File: src/rtl/snn_window_classifier_pkg.sv
// Shared types, default neuron constants and width helpers for the spiking classifier.
package snn_pkg;

    typedef enum logic [1:0] {
        ST_IDLE   = 2'd0,
        ST_RUN    = 2'd1,
        ST_ARGMAX = 2'd2,
        ST_DONE   = 2'd3
    } state_t;

    localparam int DEF_THRESHOLD = 16;
    localparam int DEF_THR_INC   = 4;
    localparam int DEF_THR_DEC   = 2;
    localparam int DEF_THR_MIN   = 8;

    // Index width for a table of n entries, never below one bit.
    function automatic int idx_w(input int n);
        return (n > 1) ? $clog2(n) : 1;
    endfunction

    // Width of an unweighted-sum current: holds n_in weights without truncation.
    function automatic int cur_w(input int n_in, input int w_w);
        return w_w + $clog2(n_in);
    endfunction

endpackage

File: src/rtl/snn_window_classifier_if.sv
// Control, weight-write and result signals of the window classifier.
interface snn_window_classifier_if import snn_pkg::*; #(
    parameter int N_IN  = 8,
    parameter int N_OUT = 10,
    parameter int W_W   = 3,
    parameter int CNT_W = 8
);
    localparam int NA = idx_w(N_OUT);
    localparam int IA = idx_w(N_IN);

    logic             start_i;
    logic [N_IN-1:0]  spike_i;
    logic             wr_en_i;
    logic [NA-1:0]    wr_neuron_i;
    logic [IA-1:0]    wr_input_i;
    logic [W_W-1:0]   wr_data_i;
    logic             busy_o;
    logic [N_OUT-1:0] spike_o;
    logic             result_valid_o;
    logic [NA-1:0]    class_o;
    logic [CNT_W-1:0] max_count_o;

    modport slave (
        input  start_i, spike_i, wr_en_i, wr_neuron_i, wr_input_i, wr_data_i,
        output busy_o, spike_o, result_valid_o, class_o, max_count_o
    );

    modport master (
        output start_i, spike_i, wr_en_i, wr_neuron_i, wr_input_i, wr_data_i,
        input  busy_o, spike_o, result_valid_o, class_o, max_count_o
    );

endinterface

File: src/rtl/snn_window_classifier_lif_neuron.sv
// Leaky integrate-and-fire neuron with adaptive threshold and saturating spike counter.
module lif_neuron #(
    parameter int POT_W      = 8,
    parameter int CNT_W      = 8,
    parameter int CUR_W      = 6,
    parameter int LEAK_SHIFT = 3,
    parameter int THRESHOLD  = 16,
    parameter int THR_INC    = 4,
    parameter int THR_DEC    = 2,
    parameter int THR_MIN    = 8
) (
    input  logic             clk_i,
    input  logic             rst_i,
    input  logic             clear_i,
    input  logic             en_i,
    input  logic [CUR_W-1:0] cur_i,
    output logic             spike_o,
    output logic [CNT_W-1:0] count_o
);
    localparam int SUM_W = ((POT_W > CUR_W) ? POT_W : CUR_W) + 1;
    localparam logic [POT_W-1:0] POT_MAX = '1;

    logic [POT_W-1:0] v_q, thr_q;
    logic [CNT_W-1:0] cnt_q;
    logic             spike_q;
    logic [POT_W-1:0] v_leak, v_n, thr_inc_sat, thr_dec_flr;
    logic [SUM_W-1:0] sum;
    logic [POT_W:0]   thr_up;
    logic             fire;

    // Next potential, fire decision and both threshold update candidates.
    always_comb begin
        v_leak      = v_q - (v_q >> LEAK_SHIFT);
        sum         = SUM_W'(v_leak) + SUM_W'(cur_i);
        v_n         = (sum > SUM_W'(POT_MAX)) ? POT_MAX : sum[POT_W-1:0];
        fire        = en_i && (v_n >= thr_q);
        thr_up      = {1'b0, thr_q} + (POT_W+1)'(THR_INC);
        thr_inc_sat = thr_up[POT_W] ? POT_MAX : thr_up[POT_W-1:0];
        thr_dec_flr = (32'(thr_q) >= 32'(THR_MIN + THR_DEC)) ? (thr_q - POT_W'(THR_DEC))
                                                             : POT_W'(THR_MIN);
    end

    // Neuron state: cleared on reset/window start, updated only while enabled.
    always_ff @(posedge clk_i) begin
        if (rst_i || clear_i) begin
            v_q     <= '0;
            thr_q   <= POT_W'(THRESHOLD);
            cnt_q   <= '0;
            spike_q <= 1'b0;
        end else begin
            spike_q <= fire;
            if (en_i) begin
                if (fire) begin
                    v_q   <= '0;
                    thr_q <= thr_inc_sat;
                    if (cnt_q != '1) cnt_q <= cnt_q + 1'b1;
                end else begin
                    v_q   <= v_n;
                    thr_q <= thr_dec_flr;
                end
            end
        end
    end

    assign spike_o = spike_q;
    assign count_o = cnt_q;

endmodule

File: src/rtl/snn_window_classifier.sv
// Windowed spiking classifier: weight matrix, current adders, FSM and argmax scan.
module snn_window_classifier import snn_pkg::*; #(
    parameter int N_IN       = 8,
    parameter int N_OUT      = 10,
    parameter int W_W        = 3,
    parameter int POT_W      = 8,
    parameter int CNT_W      = 8,
    parameter int WIN_LEN    = 64,
    parameter int LEAK_SHIFT = 3,
    parameter int THRESHOLD  = DEF_THRESHOLD,
    parameter int THR_INC    = DEF_THR_INC,
    parameter int THR_DEC    = DEF_THR_DEC,
    parameter int THR_MIN    = DEF_THR_MIN
) (
    input  logic                  clk_i,
    input  logic                  rst_i,
    snn_window_classifier_if.slave bus
);
    localparam int NA    = idx_w(N_OUT);
    localparam int CUR_W = cur_w(N_IN, W_W);
    localparam int WC_W  = idx_w(WIN_LEN);

    state_t state_q, state_d;

    logic [N_OUT-1:0][N_IN-1:0][W_W-1:0] w_q;
    logic [N_OUT-1:0][CUR_W-1:0]         cur;
    logic [N_OUT-1:0][CNT_W-1:0]         cnt;
    logic [N_OUT-1:0]                    spk;

    logic [WC_W-1:0]  win_cnt_q;
    logic [NA-1:0]    scan_idx_q;
    logic [NA-1:0]    best_idx_q;
    logic [CNT_W-1:0] best_cnt_q;

    logic [31:0] wn_ext, wi_ext;
    logic        last_win, last_scan;
    logic        clear, neuron_en, wr_ok, busy, valid;

    assign wn_ext    = 32'(bus.wr_neuron_i);
    assign wi_ext    = 32'(bus.wr_input_i);
    assign last_win  = (32'(win_cnt_q) == 32'(WIN_LEN - 1));
    assign last_scan = (32'(scan_idx_q) == 32'(N_OUT - 1));

    // State register.
    always_ff @(posedge clk_i) begin
        if (rst_i) state_q <= ST_IDLE;
        else       state_q <= state_d;
    end

    // Next-state logic; start is only looked at in IDLE.
    always_comb begin
        state_d = state_q;
        case (state_q)
            ST_IDLE:   if (bus.start_i) state_d = ST_RUN;
            ST_RUN:    if (last_win)    state_d = ST_ARGMAX;
            ST_ARGMAX: if (last_scan)   state_d = ST_DONE;
            ST_DONE:                    state_d = ST_IDLE;
            default:                    state_d = ST_IDLE;
        endcase
    end

    // State-decoded controls.
    always_comb begin
        clear     = (state_q == ST_IDLE) && bus.start_i;
        neuron_en = (state_q == ST_RUN);
        busy      = (state_q == ST_RUN) || (state_q == ST_ARGMAX);
        valid     = (state_q == ST_DONE);
        wr_ok     = (state_q == ST_IDLE) && bus.wr_en_i &&
                    (wn_ext < 32'(N_OUT)) && (wi_ext < 32'(N_IN));
    end

    // Weight matrix; a write in the start cycle lands before the first RUN update.
    always_ff @(posedge clk_i) begin
        if (rst_i) begin
            w_q <= '0;
        end else if (wr_ok) begin
            for (int j = 0; j < N_OUT; j++)
                for (int i = 0; i < N_IN; i++)
                    if (wn_ext == 32'(j) && wi_ext == 32'(i)) w_q[j][i] <= bus.wr_data_i;
        end
    end

    // Per-neuron input current: sum of weights on active spike lines.
    always_comb begin
        cur = '0;
        for (int j = 0; j < N_OUT; j++)
            for (int i = 0; i < N_IN; i++)
                if (bus.spike_i[i]) cur[j] = cur[j] + CUR_W'(w_q[j][i]);
    end

    for (genvar j = 0; j < N_OUT; j++) begin : g_neuron
        lif_neuron #(
            .POT_W(POT_W), .CNT_W(CNT_W), .CUR_W(CUR_W), .LEAK_SHIFT(LEAK_SHIFT),
            .THRESHOLD(THRESHOLD), .THR_INC(THR_INC), .THR_DEC(THR_DEC), .THR_MIN(THR_MIN)
        ) u_neuron (
            .clk_i   (clk_i),
            .rst_i   (rst_i),
            .clear_i (clear),
            .en_i    (neuron_en),
            .cur_i   (cur[j]),
            .spike_o (spk[j]),
            .count_o (cnt[j])
        );
    end

    // Window counter, scan index and running best; strict > keeps the lowest index on ties.
    always_ff @(posedge clk_i) begin
        if (rst_i) begin
            win_cnt_q  <= '0;
            scan_idx_q <= '0;
            best_idx_q <= '0;
            best_cnt_q <= '0;
        end else if (clear) begin
            win_cnt_q  <= '0;
            scan_idx_q <= '0;
            best_idx_q <= '0;
            best_cnt_q <= '0;
        end else begin
            if (state_q == ST_RUN) win_cnt_q <= win_cnt_q + 1'b1;
            if (state_q == ST_ARGMAX) begin
                scan_idx_q <= scan_idx_q + 1'b1;
                if (cnt[scan_idx_q] > best_cnt_q) begin
                    best_idx_q <= scan_idx_q;
                    best_cnt_q <= cnt[scan_idx_q];
                end
            end
        end
    end

    assign bus.busy_o         = busy;
    assign bus.spike_o        = spk;
    assign bus.result_valid_o = valid;
    assign bus.class_o        = best_idx_q;
    assign bus.max_count_o    = best_cnt_q;

endmodule

File: src/flat_wrapper.sv
// flat-port wrapper written by rule: the top's interface ports become plain ports
module snn_window_classifier_flat import snn_pkg::*;
#(
    parameter int N_IN       = 8,
    parameter int N_OUT      = 10,
    parameter int W_W        = 3,
    parameter int POT_W      = 8,
    parameter int CNT_W      = 8,
    parameter int WIN_LEN    = 64,
    parameter int LEAK_SHIFT = 3,
    parameter int THRESHOLD  = DEF_THRESHOLD,
    parameter int THR_INC    = DEF_THR_INC,
    parameter int THR_DEC    = DEF_THR_DEC,
    parameter int THR_MIN    = DEF_THR_MIN
)
  (clk_i, rst_i, bus_start_i, bus_spike_i, bus_wr_en_i, bus_wr_neuron_i, bus_wr_input_i, bus_wr_data_i, bus_busy_o, bus_spike_o, bus_result_valid_o, bus_class_o, bus_max_count_o);
  snn_window_classifier_if #(.N_IN(N_IN), .N_OUT(N_OUT), .W_W(W_W), .CNT_W(CNT_W)) bus_i ();
  input  logic clk_i;
  input  logic rst_i;
  input wire logic [$bits(bus_i.start_i)-1:0] bus_start_i;
  input wire logic [$bits(bus_i.spike_i)-1:0] bus_spike_i;
  input wire logic [$bits(bus_i.wr_en_i)-1:0] bus_wr_en_i;
  input wire logic [$bits(bus_i.wr_neuron_i)-1:0] bus_wr_neuron_i;
  input wire logic [$bits(bus_i.wr_input_i)-1:0] bus_wr_input_i;
  input wire logic [$bits(bus_i.wr_data_i)-1:0] bus_wr_data_i;
  output wire logic [$bits(bus_i.busy_o)-1:0] bus_busy_o;
  output wire logic [$bits(bus_i.spike_o)-1:0] bus_spike_o;
  output wire logic [$bits(bus_i.result_valid_o)-1:0] bus_result_valid_o;
  output wire logic [$bits(bus_i.class_o)-1:0] bus_class_o;
  output wire logic [$bits(bus_i.max_count_o)-1:0] bus_max_count_o;
  assign bus_i.start_i = bus_start_i;
  assign bus_i.spike_i = bus_spike_i;
  assign bus_i.wr_en_i = bus_wr_en_i;
  assign bus_i.wr_neuron_i = bus_wr_neuron_i;
  assign bus_i.wr_input_i = bus_wr_input_i;
  assign bus_i.wr_data_i = bus_wr_data_i;
  assign bus_busy_o = bus_i.busy_o;
  assign bus_spike_o = bus_i.spike_o;
  assign bus_result_valid_o = bus_i.result_valid_o;
  assign bus_class_o = bus_i.class_o;
  assign bus_max_count_o = bus_i.max_count_o;
  snn_window_classifier #(.N_IN(N_IN), .N_OUT(N_OUT), .W_W(W_W), .POT_W(POT_W), .CNT_W(CNT_W), .WIN_LEN(WIN_LEN), .LEAK_SHIFT(LEAK_SHIFT), .THRESHOLD(THRESHOLD), .THR_INC(THR_INC), .THR_DEC(THR_DEC), .THR_MIN(THR_MIN)) u_core (.clk_i(clk_i), .rst_i(rst_i), .bus(bus_i));
endmodule
File: config.mk
export PLATFORM = sky130hd
export DESIGN_NAME = snn_window_classifier_flat
export DESIGN_NICKNAME = d
export VERILOG_FILES = /design/src/rtl/snn_window_classifier_pkg.sv /design/src/rtl/snn_window_classifier_if.sv /design/src/rtl/snn_window_classifier_lif_neuron.sv /design/src/rtl/snn_window_classifier.sv /design/src/flat_wrapper.sv
export SDC_FILE = /design/constraint.sdc
export NUM_CORES = 2
export LEC_CHECK = 0
export CAP_MARGIN = 25
export CORE_ASPECT_RATIO = 1.1
export CORE_MARGIN = 2
export CORE_UTILIZATION = 34
export DETAILED_ROUTE_END_ITERATION = 7
export PLACE_DENSITY = 0.45
export SYNTH_ARGS = -nofsm -noshare
export SYNTH_HDL_FRONTEND = slang
export SYNTH_SLANG_ARGS = --single-unit
File: constraint.sdc
create_clock -name clk_i -period 20.5 [get_ports clk_i]
set_input_delay 5.125 -clock clk_i [delete_from_list [all_inputs] [get_ports clk_i]]
set_output_delay 5.125 -clock clk_i [all_outputs]
set_load 0.005 [all_outputs]
==> impl_metrics.env <==
export IMPL_run_status="completed"
export IMPL_synthesis_instances=5596
export IMPL_timing_max_cap_violations=0
export IMPL_final_max_slew_viol_count=0
export IMPL_maxSlewHeadroom=0.280
export IMPL_htreeDepth=3
export IMPL_dr_total_vias=38100
export IMPL_die_h_um=380
export IMPL_syn_area_um2=43800
export IMPL_sink_count_of_the_clock_tree=514
export IMPL_synthesis_yosys_warnings=0
export IMPL_syn_num_nets=6184
export IMPL_synth_sequential_area_ratio=0.235
export IMPL_area_delta_synth_final_pct=9.33
export IMPL_synth_top_area_frac=0.235
export IMPL_synth_avg_cell_area_um2=7.82
export IMPL_io_pins=46
export IMPL_layout_drive_gt1_share=0.0709
export IMPL_tritoncts="built"
export IMPL_drt_total_wl_um=121000
export IMPL_top_post_synthesis_cells_by_area="sky130_fd_sc_hd__dfxtp_1, sky130_fd_sc_hd__ha_1, sky130_fd_sc_hd__a21oi_1, sky130_fd_sc_hd__o21ai_0, sky130_fd_sc_hd__nand2_1"
export IMPL_measured_slew_at_the_worst_slew_check_pin_ns=1.07
export IMPL_post_route_min_period_ns=15.69
export IMPL_worst_hold_startpoint="u_core.w_q[170]$_SDFFE_PP0P_"
export IMPL_fp_dieW_um=346
export IMPL_cp_start_kind="input port"
export IMPL_net_count_of_the_finished_layout=6065
export IMPL_num_fill_cells=13400
export IMPL_setup_tns_ns=0
export IMPL_drt_drc_violations_left=0
export IMPL_grt_pass1_vias=37700
export IMPL_clkLatencyLatePin_ns=0.67
export IMPL_dp_hpwl_um=86000
export IMPL_post_cts_resized=0
export IMPL_via_per_inst=5.28
export IMPL_yosys_cell_count_top_type="sky130_fd_sc_hd__nand2_1"
export IMPL_worstPathBufferInverterCount=6
export IMPL_dr_pass1_iters=5
export IMPL_grt_first_pass_wirelength_um=198000
export IMPL_routed_wire_length_per_instance_um=16.8
export IMPL_setup_viol=0
export IMPL_synth_ff_latch_count=514
export IMPL_rr_startpoint="u_core.w_q[169]$_SDFFE_PP0P_"
export IMPL_clock_fmax_ghz=0.0637
export IMPL_core_area_um2=128000
export IMPL_post_cts_hold_buffer_count=0
export IMPL_rows=138
export IMPL_crit_start="bus_spike_i[0]"
export IMPL_track_usage=0.182
export IMPL_initial_utilization=0.341
export IMPL_synth_cells_most_frequent="sky130_fd_sc_hd__nand2_1, sky130_fd_sc_hd__a21oi_1, sky130_fd_sc_hd__dfxtp_1"
export IMPL_cp_end_kind="register"
export IMPL_holdCritPathClass="register to register"
export IMPL_rsz_0062_raised_after_global_routing="false"
export IMPL_crit_slowest_cell="sky130_fd_sc_hd__or4_1"
export IMPL_number_of_enable_flip_flop_cells_after_synthesis=0
export IMPL_timing_setup_critical_path_class="input port to register"
export IMPL_final_hold_violation_count=0
export IMPL_drt_iter0_drc=1840
export IMPL_reg2reg_slack_ns=9.51
export IMPL_globalRouteOverflowTotal=0
export IMPL_ys_async_sr_fraction=0
export IMPL_postSynth_topFlopCell="sky130_fd_sc_hd__dfxtp_1"
export IMPL_cts_clk_slew_worst_paths_ns=0.06
export IMPL_final_weighted_congestion_of_routability_driven_global_placement=0.783
export IMPL_design_die_area_um2=132000
export IMPL_path_delay_family="adder cells"
export IMPL_critical_path_arrival_ns=16.26
export IMPL_cp_required_ns=21.07
export IMPL_cts_made_buffers=71
export IMPL_ant_nets=0
export IMPL_ctsRootBufferMaster="sky130_fd_sc_hd__clkbuf_16"
export IMPL_cpPeakStageDelay_ns=0.65
export IMPL_grt_max_degree=101
export IMPL_fin_worst_skew_ns=0.0345
export IMPL_crit_fanout=50
export IMPL_port_buffer_cells=45
export IMPL_antenna_found_initial=1
export IMPL_clock_tree_buffer_depth=3
export IMPL_layout_worst_path_cycle_share=0.765
export IMPL_synth_largest_area_cell="sky130_fd_sc_hd__dfxtp_1"
export IMPL_synth_lib_cells_used_distinct=86
export IMPL_post_cts_buffers=0
[per-layer routing]
metal / share of wire / wire length (um) / up-vias / global-route usage
met5: 0 / 0 / - / 0
met4: 0.019 / 2250 / 0 / 0.0497
met3: 0.025 / 2970 / 122 / 0.0182
met2: 0.51 / 61100 / 393 / 0.338
met1: 0.45 / 54600 / 18000 / 0.222
li1: - / - / 19500 / -
[cells by family after synthesis]
family,Yosys count,synth area share
DFF,514,0.235
adders and majority gates,566,0.176
xor gates and xnor gates,298,0.0650
muxes,236,0.0631
buffers and inverters,689,0.0606
AOI/OAI and AO/OA,1625,0.224
and+or+nand+nor,1668,0.177
[through the flow]
stage	utilization	cell area, um^2	hold WS [ns]	instances	worst slack (ns)
after floorplan	-	43800	0.432	5596	5.96
after global placement	0.356	45600	0.438	7081	4.23
after detailed placement	0.356	45600	0.444	7083	4.04
after CTS	0.373	47800	0.453	7206	4.74
after global routing	0.373	47900	0.468	7207	3.60
final	0.373	47900	0.451	7208	4.81
[cell type report]
class | instances | area [um^2] | area share
Inverter | 395 | 1490 | 0.0310
Antenna cell | 1 | 2.50 | 0.0000523
Timing Repair Buffer | 102 | 840 | 0.0175
Clock buffer | 100 | 2010 | 0.0420
Clock inverter | 23 | 210 | 0.00439
Sequential cell | 514 | 10300 | 0.215
Multi-Input combinational cell | 4393 | 30900 | 0.646
Tap cell | 1680 | 2100 | 0.0439
[worst paths after layout]
| kind | to | cells after the start |
|---|---|---|
| worst max-delay path | u_core.g_neuron[7].u_neuron.count_o[7]$_SDFFE_PP0P_ | 43 |
| worst min-delay path | u_core.w_q[170]$_SDFFE_PP0P_ | 2 |
| worst min register to register | u_core.w_q[170]$_SDFFE_PP0P_ | 2 |
| worst max register to register | u_core.g_neuron[7].u_neuron.count_o[7]$_SDFFE_PP0P_ | 42 |
[registers in the layout, indices dropped and copies added (netlist names), 4 cells and up]
register and flops:
u_core.g_neuron.u_neuron.spike_o 10, u_core.win_cnt_q 6, u_core.g_neuron.u_neuron.thr_q 80, u_core.g_neuron.u_neuron.v_q 80, u_core.bus.class_o 4, u_core.w_q 240
u_core.scan_idx_q 4, u_core.g_neuron.u_neuron.count_o 80, u_core.bus.max_count_o 8
[layout by cell type (no fill, tap or decap), drive strengths merged, types with 19 or more instances in the layout]
cell type,instances
nand2b,29
nand3,223
nor2,342
o21ai,498
or2,58
a31oi,50
o31ai,25
mux2i,116
nor2b,109
o211ai,46
a21boi,23
clkbuf,102
nand2,594
ha,486
a22oi,32
o21a,38
or3,46
dfxtp,514
mux2,104
xnor2,209
clkdlybuf4s50,33
and2,54
nand4,36
buf,67
a21oi,565
and3,20
nor3,105
o21bai,31
a221oi,19
fa,80
xor2,72
a211oi,39
a21o,89
inv,398
a2111oi,19
nor4,19
[worst min-delay path: stages, from the launching register on]
cell and delay, ns:
sky130_fd_sc_hd__dfxtp_1 0.30, sky130_fd_sc_hd__nand2_1 0.05, sky130_fd_sc_hd__a21oi_1 0.05
Power is left out: the tool's default activity adds up to more than one toggle a clock period on the data nets, which glitch-free logic cannot reach.
